--- config.mk ---
export PLATFORM = sky130hd
export DESIGN_NAME = mul_share_arbiter
export DESIGN_NICKNAME = d
export VERILOG_FILES = /design/src/rtl/mul_arb_pkg.sv /design/src/rtl/mul_core_2stage.sv /design/src/rtl/mul_share_arbiter.sv
export SDC_FILE = /design/constraint.sdc
export NUM_CORES = 1
export LEC_CHECK = 0
export BUFFER_PORTS_ARGS = -buffer_cell sky130_fd_sc_hd__buf_2
export CORE_MARGIN = 3
export CORE_UTILIZATION = 30
export DETAILED_ROUTE_END_ITERATION = 10
export PLACE_DENSITY_LB_ADDON = 0.2
export SYNTH_ARGS = -nofsm -noshare
export SYNTH_HDL_FRONTEND = slang
export SYNTH_SLANG_ARGS = --single-unit
export TNS_END_PERCENT = 100
--- constraint.sdc ---
create_clock -name clk -period 2.45 [get_ports clk]
set_input_delay 0 -clock clk [delete_from_list [all_inputs] [get_ports clk]]
set_output_delay 0 -clock clk [all_outputs]
set_load 0.005 [all_outputs]
--- src/rtl/mul_arb_pkg.sv ---
// Shared constants and requester ID encoding for the two-requester multiplier arbiter.
package mul_arb_pkg;
  localparam int DEF_W = 4;
  localparam int RES_W = 2 * DEF_W;
  localparam int LAT   = 2;

  typedef enum logic {
    REQ0 = 1'b0,
    REQ1 = 1'b1
  } req_id_e;
endpackage

--- src/rtl/mul_core_2stage.sv ---
// Two-stage unsigned WxW multiplier: operand capture, then product register;
// valid and requester ID ride alongside the data.
module mul_core_2stage
  import mul_arb_pkg::*;
#(
  parameter int W = DEF_W
) (
  input  logic           clk,
  input  logic           clr,
  input  logic           in_vld,
  input  req_id_e        in_id,
  input  logic [W-1:0]   in_a,
  input  logic [W-1:0]   in_b,
  output logic           out_vld,
  output req_id_e        out_id,
  output logic [2*W-1:0] out_prod
);
  localparam int RW = 2 * W;

  logic         s1_vld;
  req_id_e      s1_id;
  logic [W-1:0] s1_a;
  logic [W-1:0] s1_b;

  always_ff @(posedge clk or posedge clr) begin
    if (clr) begin
      s1_vld <= 1'b0;
      s1_id  <= REQ0;
      s1_a   <= '0;
      s1_b   <= '0;
    end else begin
      s1_vld <= in_vld;
      if (in_vld) begin
        s1_id <= in_id;
        s1_a  <= in_a;
        s1_b  <= in_b;
      end
    end
  end

  // Operands widened to the full result width so nothing is truncated.
  always_ff @(posedge clk or posedge clr) begin
    if (clr) begin
      out_vld  <= 1'b0;
      out_id   <= REQ0;
      out_prod <= '0;
    end else begin
      out_vld <= s1_vld;
      if (s1_vld) begin
        out_id   <= s1_id;
        out_prod <= RW'({{W{1'b0}}, s1_a} * {{W{1'b0}}, s1_b});
      end
    end
  end
endmodule

--- src/rtl/mul_share_arbiter.sv ---
// Two requesters sharing one pipelined multiplier; round-robin grant by default,
// fixed priority to requester 0 when MUL_ARB_FIXED_PRIO_EN is defined.
module mul_share_arbiter
  import mul_arb_pkg::*;
#(
  parameter int W = DEF_W
) (
  input  logic           clk,
  input  logic           clr,
  input  logic           req0,
  input  logic [W-1:0]   a0,
  input  logic [W-1:0]   b0,
  output logic           gnt0,
  input  logic           req1,
  input  logic [W-1:0]   a1,
  input  logic [W-1:0]   b1,
  output logic           gnt1,
  output logic [2*W-1:0] res,
  output logic           rvld0,
  output logic           rvld1,
  output logic [1:0]     inflight
);
  logic           xfer;
  req_id_e        iss_id;
  logic [W-1:0]   iss_a;
  logic [W-1:0]   iss_b;
  logic           core_vld;
  req_id_e        core_id;
  logic [2*W-1:0] core_prod;

`ifdef MUL_ARB_FIXED_PRIO_EN
  always_comb begin
    gnt0 = 1'b0;
    gnt1 = 1'b0;
    if (!clr) begin
      gnt0 = req0;
      gnt1 = req1 & ~req0;
    end
  end
`else
  // ptr names the requester that wins the next tie.
  req_id_e ptr;

  always_comb begin
    gnt0 = 1'b0;
    gnt1 = 1'b0;
    if (!clr) begin
      if (req0 && req1) begin
        gnt0 = (ptr == REQ0);
        gnt1 = (ptr == REQ1);
      end else begin
        gnt0 = req0;
        gnt1 = req1;
      end
    end
  end

  always_ff @(posedge clk or posedge clr) begin
    if (clr) begin
      ptr <= REQ0;
    end else if (gnt0) begin
      ptr <= REQ1;
    end else if (gnt1) begin
      ptr <= REQ0;
    end
  end
`endif

  assign xfer   = gnt0 | gnt1;
  assign iss_id = gnt1 ? REQ1 : REQ0;
  assign iss_a  = gnt1 ? a1 : a0;
  assign iss_b  = gnt1 ? b1 : b0;

  mul_core_2stage #(.W(W)) u_core (
    .clk      (clk),
    .clr      (clr),
    .in_vld   (xfer),
    .in_id    (iss_id),
    .in_a     (iss_a),
    .in_b     (iss_b),
    .out_vld  (core_vld),
    .out_id   (core_id),
    .out_prod (core_prod)
  );

  // res holds its previous value between returned products.
  always_ff @(posedge clk or posedge clr) begin
    if (clr) begin
      res   <= '0;
      rvld0 <= 1'b0;
      rvld1 <= 1'b0;
    end else begin
      rvld0 <= core_vld & (core_id == REQ0);
      rvld1 <= core_vld & (core_id == REQ1);
      if (core_vld) begin
        res <= core_prod;
      end
    end
  end

  // A product leaves the count on the edge that raises its rvld.
  always_ff @(posedge clk or posedge clr) begin
    if (clr) begin
      inflight <= 2'd0;
    end else begin
      case ({xfer, core_vld})
        2'b10:   inflight <= inflight + 2'd1;
        2'b01:   inflight <= inflight - 2'd1;
        default: inflight <= inflight;
      endcase
    end
  end
endmodule

==> flow_summary.toml, run 1 <==
[outcome]
outcome = "finished with violations"
failed_checks = "negative setup slack"

[setup_path]
worstPathRequired_ps = 2620
cp.arrival_ps = 2680
reg2reg_slack_ps = -60
crit_start = "u_core.s1_a[2]"
endpoint = "u_core.out_prod[7]"
path_max_fanout = 4
rr_startpoint = "u_core.s1_a[2]"
cp-start-kind = "flop"
crit_type = "flop to flop"
ff2ff_path_depth = 8
r2r_end = "u_core.out_prod[7]"
critPathCaptureType = "flop"

[pwr]
peakVddDrop_uv = 292
p_leak_nw = 1.14
switching_power_mw = 0.721
internal_power_mw = 1.48
p_comb_share_pct = 44.7
pwr-share-clk_pct = 18.2
power_density_nw_per_um2 = 897
seqPwrFrac_pct = 37.1
netSwitchingFraction_pct = 32.8

[synth]
synth_area_per_cell_um2 = 10.7
netlist_instances = 168
async_flop_share_pct = 100
yosys_warnings = 0
synth_nets = 205
ys.flop_type = "dfrtp_1"
yosysSeqAreaShare_pct = 46.0
netlist_area_um2 = 1800
yosysUniqueCellTypes = 34
synth_edf_count = 0
ys_ff_latch = 33

[finish]
diodes = 0
instances_no_fill = 306
layout_common_cells = "dfrtp_1, buf_2, dlygate4sd3_1"
nNetsFinal = 270
area_growth_pct = 36.4
multi_input_area_um2 = 958
seqCellArea_um2 = 826
fillerInstances = 539
final_core_util_pct = 43.4
drive_gt1_share_pct = 34.6

[cts]
cts-root-buf = "clkbuf_8"
clkLatencyLatePin_ps = 280
cts_buffer_depth = 2
clock-sinks = 33
cts_tree = "done"
ctsHtreeMaxLevel = 2
numCtsBuffers = 5
clk_pin_slew_ps = 70

[global_route]
grt-ovfl-total = 0
grt_pass1_wl_um = 6380
antenna_found_initial = 0
grt_max_degree = 34
grt_pass1_vias = 1458
grt_usage_pct = 11.1

[timing]
worst_pin_slew_ps = 533
fin_skew_ps = 7.48
drv_slew = 0
finalSetupViolCount = 4
rsz0062_at_grt = "yes"
holdWs_ps = 29.2
finalCriticalPeriod_ps = 2510
finalHoldViolations = 0
fmax_ghz = 0.398
min_period_over_period_pct = 103
layout_setup_ws_ps = -64.6
max-slew-margin-rel_pct = 64.4

[detailed_routing]
vias = 1434
drtIter0Drc = 31
drtPass1Iterations = 4
totalWireLength_um = 3710
final_antenna_net_count = 0
routedWlPerCell_um = 12.1
viasPerCell = 4.69
route.detailed.drc = 0

[die]
die_w_um = 83.4
io_pins = 34
core_area_um2 = 5640
num_rows = 27
die_area_um2 = 6950
start_util_pct = 31.8
chipHeight_um = 83.4

[hold_path]
min_path_type = "input port to flop"

[flow_run]
cap_viol_max_count = 0

[place]
dpl.cell_count = 280
dp_hpwl_um = 2740
routabilityCongestion = 0.783
portBuffers = 33
per-layer routing:
metal	global-route usage, %	vias to the layer above	wire [um]
li1	-	722	-
met1	13.5	676	1790
met2	18.4	33	1690
met3	3.67	3	184
met4	3.57	0	39
met5	0	-	0
power by group through the flow:
stage / sequential, mW / clock (mW) / combinational [mW]
final: 0.816 / 0.401 / 0.982
after global routing: 0.839 / 0.446 / 1.10
after CTS: 0.817 / 0.425 / 0.935
after detailed placement: 0.827 / 0 / 0.828
after global placement: 0.823 / 0 / 0.820
after floorplan: 0.819 / 0 / 0.524
cells in the mapped netlist (all sizes together) (2+ instances only):
cell,instances,area share (%)
dfrtp,33,46
a21oi,4,1.1
xnor2,3,1.5
fa,4,4.5
mux2,12,7.5
nor2,11,2.3
ha,13,9.1
nor2b,4,1.4
and2,13,4.5
inv,9,1.9
or3,2,0.70
buf,4,1.0
nand2,5,1.0
a31oi,8,2.8
nand2b,3,1.0
nand3,11,3.1
o21ai,10,2.8
clkbuf,4,0.84
state kept, by name, indices dropped and copies added, names as in the netlist:
register and flops:
inflight 2, rvld1 1, u_core.s1_a 4, rvld0 1, u_core.out_id 1, res 8
u_core.out_vld 1, u_core.s1_b 4, u_core.s1_id 1, u_core.out_prod 8, ptr 1, u_core.s1_vld 1
worst min path at each step:
stage          slack [ps]   end  depth (start not counted)  from
2_1_floorplan          70  gnt0                          1  req1
3_3_place_gp          150   ptr                          3   clr
3_5_place_dp          150   ptr                          3   clr
4_1_cts                20   ptr                          3  req0
5_1_grt                90   ptr                          3  req0
6_report               30   ptr                          3  req0
final cells by class:
type	instances	share of cell area, %
multi-input cells	118	39.1
flip-flops and latches	33	33.7
repair buffers	66	18.6
well taps	72	3.68
clock buffers	5	2.81
inverters	9	1.38
clock inverters	3	0.715
worst max-delay path: stages (launching register included):
cell and delay (ps):
dfrtp_1 390, buf_4 150, and2_1 150, fa_1 460, ha_1 350, ha_4 300
o211ai_2 80, o2111a_1 240, or3_1 290
stage by stage:
stage | TNS, ps | total power [mW] | area [um2] | worst slack (ps)
2_1_floorplan | -121 | 1.34 | 1800 | -67.4
3_3_place_gp | -181 | 1.64 | 2140 | -82.5
3_5_place_dp | -240 | 1.65 | 2140 | -104
4_1_cts | -98.8 | 2.18 | 2420 | -70.9
5_1_grt | -543 | 2.38 | 2450 | -152
6_report | -125 | 2.20 | 2450 | -64.6
logic make-up after synthesis:
kind of cell               Yosys count  share of synthesized area, %
adders and majority gates           17                          13.5
and+or+nand+nor                     53                          15.5
AOI/OAI and AO/OA                   32                          11.8
muxes                               12                          7.52
xor gates and xnor gates             4                          1.95
DFF                                 33                          46.0
buffers and inverters               17                          3.76
timing repair:
item / CTS / global route
endpoints found under the setup margin: 4 / 5
gates resized for setup: 3 / 7
pin swaps: 3 / 5
endpoints found under the hold margin: 41 / 0
hold buffers: 17 / 0
setup buffers: 0 / 1
cloned: 0 / 0
Power figures use the tool's default switching activity.
==> run 2, diff against run 1 <==
--- a/config.mk
+++ b/config.mk
@@ -5,10 +5,12 @@
 export SDC_FILE = /design/constraint.sdc
 export NUM_CORES = 1
 export LEC_CHECK = 0
+export ABC_AREA = 0
 export BUFFER_PORTS_ARGS = -buffer_cell sky130_fd_sc_hd__buf_2
 export CORE_MARGIN = 3
 export CORE_UTILIZATION = 30
 export DETAILED_ROUTE_END_ITERATION = 10
+export MAX_ROUTING_LAYER = met4
 export PLACE_DENSITY_LB_ADDON = 0.2
 export SYNTH_ARGS = -nofsm -noshare
 export SYNTH_HDL_FRONTEND = slang
==> run 2 against run 1 <==
Compared with the run above:
- the flow still finishes with violations (negative setup slack)
- final cell count is the same
- critical path depth is the same
- worst hold slack gained 1.2 ps
- fmax is essentially flat
- clock-buffer cell count is the same
==> flow_summary.toml, run 2 (synthesis gave the netlist of run 1 again) <==
[outcome]
outcome = "finished with violations"
failed_checks = "negative setup slack"

[cts]
cts_buffer_depth = 2
ctsHtreeMaxLevel = 2
clkLatencyLatePin_ps = 280
cts_tree = "done"
clock-sinks = 33
cts-root-buf = "clkbuf_8"
clk_pin_slew_ps = 70
numCtsBuffers = 5

[setup_path]
critPathCaptureType = "flop"
slowest_delay_ps = 460
crit_type = "flop to flop"
path_max_fanout = 4
worstPathRequired_ps = 2620
slowest_stage = "fa_1"
reg2reg_slack_ps = -60
cp-start-kind = "flop"
cp.arrival_ps = 2680
crit_chain = "buf_4 > and2_1 > fa_1 > ha_1 > ha_4 > o211ai_2 > o2111a_1 > or3_1"

[die]
num_rows = 27
chipHeight_um = 83.4
die_area_um2 = 6950
io_pins = 34
die_w_um = 83.4
core_area_um2 = 5640
start_util_pct = 31.8

[pwr]
switching_power_mw = 0.720
p_leak_nw = 1.14
netSwitchingFraction_pct = 32.8
p_comb_share_pct = 44.7
pwr-share-clk_pct = 18.2
finalPower_mw = 2.20
seqPwrFrac_pct = 37.1
power_density_nw_per_um2 = 897
peakVddDrop_uv = 292
internal_power_mw = 1.48

[finish]
nNetsFinal = 270
reg_top3 = "res (8), u_core.out_prod (8)"
diodes = 0
area_growth_pct = 36.4
fillerInstances = 539
layout_common_cells = "dfrtp_1, buf_2, dlygate4sd3_1"
drive_gt1_share_pct = 34.6

[detailed_routing]
drtIter0Drc = 31
drtPass1Iterations = 4
viasPerCell = 4.69
final_antenna_net_count = 0
vias = 1436
totalWireLength_um = 3710
route.detailed.drc = 0
routedWlPerCell_um = 12.1

[flow_run]
cap_viol_max_count = 0

[global_route]
grt_pass1_vias = 1458
grt_max_degree = 34
antenna_found_initial = 0
grt_pass1_wl_um = 6380
grt_usage_pct = 11.4
grt-ovfl-total = 0

[place]
portBuffers = 33
dp_hpwl_um = 2740
place_ws_ps = -104
routabilityCongestion = 0.793

[timing]
min_period_over_period_pct = 103
fmax_ghz = 0.398
layout_setup_ws_ps = -64.6
finalHoldViolations = 0
finalSetupViolCount = 4
fin_skew_ps = 7.47
rsz0062_at_grt = "yes"
max-slew-margin-rel_pct = 64.4
worst_pin_slew_ps = 533
finalCriticalPeriod_ps = 2510
drv_slew = 0

[hold_path]
min_path_type = "input port to flop"
run 2: cell counts in the layout (fill, tap and decap cells not counted):
Identical to the previous run, type by type.
run 2: per-stage QoR:
step	TNS (ps)	hold slack (ps)	instance area, um2	instances	utilization (%)
6_report	-125	30.4	2450	306	43.4
5_1_grt	-543	87.6	2450	306	43.4
4_1_cts	-98.8	20.1	2420	305	42.9
3_5_place_dp	-240	148	2140	280	37.9
3_3_place_gp	-181	153	2140	280	37.9
2_1_floorplan	-121	67.0	1800	168	-
run 2: critical path: cells and delay by family, from the launching register on:
kind / cells / cell delay (ps)
adders and majority gates: 3 / 1110
and+or+nand+nor: 2 / 440
DFF: 1 / 390
AOI/OAI and AO/OA: 2 / 320
buffers and inverters: 1 / 150
run 2: what timing repair did:
action	CTS	global route
hold buffers	17	0
endpoints found under the setup margin	4	5
endpoints found under the hold margin	41	0
gates resized for setup	3	7
pin swaps	3	5
buffers inserted	0	1
run 2: layer usage:
metal	GRT usage, %	up-vias	routed length [um]	share of wire [%]
li1	-	722	-	-
met1	13.6	676	1800	49
met5	-	-	0	0
met2	18.4	34	1690	46
met4	3.57	0	35	0.94
met3	3.57	4	177	4.8
run 2: cell type report:
type	count	area [um2]	share of cell area, %
Clock inverter	3	17.5	0.715
Clock buffer	5	68.8	2.81
Multi-Input combinational cell	118	958	39.1
Timing Repair Buffer	66	455	18.6
Sequential cell	33	826	33.7
Inverter	9	33.8	1.38
Tap cell	72	90.1	3.68
run 2: worst paths after layout:
path,end,cells past startpoint,from
setup / recovery,u_core.out_prod[7],8,u_core.s1_a[2]
hold / removal,ptr,3,req0
setup reg to reg,u_core.out_prod[7],8,u_core.s1_a[2]
hold reg to reg,rvld0,1,u_core.out_id
max in group asynchronous,u_core.s1_a[2],4,clr
min in group asynchronous,res[7],4,clr
run 2: power by group through the flow:
stage               combinational, mW  sequential [mW]  clock [mW]
floorplan                       0.524            0.819           0
detailed placement              0.828            0.827           0
CTS                             0.935            0.817       0.425
global route                     1.10            0.839       0.446
finish                          0.982            0.816       0.400
global placement                0.820            0.823           0
==> run 3, diff against run 2 <==
--- a/config.mk
+++ b/config.mk
@@ -11,7 +11,7 @@
 export CORE_UTILIZATION = 30
 export DETAILED_ROUTE_END_ITERATION = 10
 export MAX_ROUTING_LAYER = met4
-export PLACE_DENSITY_LB_ADDON = 0.2
+export SLEW_MARGIN = 20
 export SYNTH_ARGS = -nofsm -noshare
 export SYNTH_HDL_FRONTEND = slang
 export SYNTH_SLANG_ARGS = --single-unit
==> run 3 against run 2 <==
Compared with the run above:
- the run still ends with negative setup slack left
- clock-buffer cell count grew 2
- largest power group unchanged
- non-clock buffer count shrank 4
- worst setup slack gained 12 ps
- flip-flop and latch count is the same
- final cell count shrank 1.3%
- sequential power is essentially flat
- global-route usage grew 0.053 points
- first-iteration DRC count grew 39%
- critical endpoint unchanged
==> flow_summary.toml, run 3 (synthesis gave the netlist of run 1 again) <==
[timing]
finalSetupViolCount = 4
rsz0062_at_grt = "yes"
holdWs_ps = 5.13
tns_ps = -132
fin_skew_ps = 5.21
worst_pin_slew_ps = 534
layout_setup_ws_ps = -52.5
finalHoldViolations = 0
finalCriticalPeriod_ps = 2500
max-slew-margin-rel_pct = 64.3
min_period_over_period_pct = 102
drv_slew = 0
fmax_ghz = 0.400

[detailed_routing]
drtPass1Iterations = 4
viasPerCell = 4.76
routedWlPerCell_um = 12.4
drtIter0Drc = 43
vias = 1438
totalWireLength_um = 3740
final_antenna_net_count = 0
route.detailed.drc = 0

[place]
routabilityCongestion = 0.810
place_area_um2 = 2110
portBuffers = 33
dpl.cell_count = 277
dp_hpwl_um = 2670

[global_route]
grt_usage_pct = 11.5
grt_pass1_vias = 1426
grt_pass1_wl_um = 6360
grt-ovfl-total = 0
antenna_found_initial = 0
grt_max_degree = 34

[die]
num_rows = 27
io_pins = 34
die_w_um = 83.4
core_area_um2 = 5640
chipHeight_um = 83.4
start_util_pct = 31.8
die_area_um2 = 6950

[finish]
drive_gt1_share_pct = 35.7
layout_common_cells = "dfrtp_1, buf_2, buf_4"
diodes = 0
reg_top3 = "res (8), u_core.out_prod (8)"
area_growth_pct = 36.4
instances_no_fill = 302
design_area_um2 = 2450
nNetsFinal = 266

[cts]
clock-sinks = 33
cts_buffer_depth = 2
cts-root-buf = "clkbuf_8"
cts_tree = "done"
clk_pin_slew_ps = 70
clkLatencyLatePin_ps = 290
numCtsBuffers = 5
ctsHtreeMaxLevel = 2

[pwr]
p_leak_nw = 1.13
power_density_nw_per_um2 = 939
finalPower_mw = 2.30
peakVddDrop_uv = 334

[setup_path]
cp-start-kind = "flop"
critPathCaptureType = "flop"
cp.arrival_ps = 2670
crit_type = "flop to flop"
worstPathRequired_ps = 2610
path_max_fanout = 3

[outcome]
outcome = "finished with violations"
failed_checks = "negative setup slack"

[flow_run]
cap_viol_max_count = 0

[hold_path]
min_path_type = "input port to flop"
-- run 3: cell types whose count changed in the layout (fill, tap and decap cells not counted), sizes merged --
cell | before | now
clkinvlp | 1 | 0
clkinv | 2 | 1
clkbuf | 5 | 7
dlygate4sd3 | 17 | 13
-- run 3: final cells by class --
type,count,area (um2)
Timing Repair Buffer,62,415
Clock inverter,1,5.00
Sequential cell,33,826
Multi-Input combinational cell,118,983
Fill cell,523,3190
Inverter,9,33.8
Clock buffer,7,96.3
Tap cell,72,90.1
-- run 3: final timing paths --
path | to | slack [ps] | cells past startpoint | startpoint
setup / recovery | u_core.out_prod[7] | -50 | 8 | u_core.s1_a[1]
hold / removal | u_core.s1_a[0] | 5 | 3 | a1[0]
setup reg to reg | u_core.out_prod[7] | -50 | 8 | u_core.s1_a[1]
hold reg to reg | rvld0 | 450 | 1 | u_core.out_id
max in group asynchronous | u_core.out_prod[5] | 1780 | 4 | clr
min in group asynchronous | ptr | 370 | 4 | clr
-- run 3: metrics by stage --
| stage | setup slack (ps) | utilization, % |
|---|---|---|
| after floorplan | -67.4 | - |
| after global placement | -76.6 | 37.5 |
| after detailed placement | -142 | 37.5 |
| after CTS | -77.5 | 42.4 |
| after global routing | -156 | 43.4 |
| final | -52.5 | 43.4 |
-- run 3: what timing repair did --
action                                  4_1_cts  5_1_grt
buffers inserted                              2        2
hold buffers                                 13        0
hold endpoints to repair                     40        0
endpoints found under the setup margin        3        3
pin swaps                                     5        5
resized for setup                             5        6
gates cloned                                  0        0
-- run 3: power by group --
part	switching (mW)	internal (mW)	total, mW
sequential	0.0956	0.718	0.814
combinational	0.446	0.589	1.04
clock	0.197	0.254	0.450
-- run 3: worst max-delay path, cell delays in order (launching register included) --
cell and delay, ps:
dfrtp_1 360, nand2_1 80, fa_1 500, inv_1 50, fa_2 550, ha_4 210
a211oi_2 210, nor3_1 70, or3_1 340
-- run 3: metal layers --
| layer | global-route usage, % | vias to the layer above | share of wire, % |
|---|---|---|---|
| met2 | 19.0 | 52 | 47 |
| met3 | 2.98 | 9 | 5.6 |
| met1 | 13.5 | 661 | 45 |
| li1 | - | 716 | - |
| met4 | 4.01 | 0 | 1.7 |
| met5 | - | - | 0 |
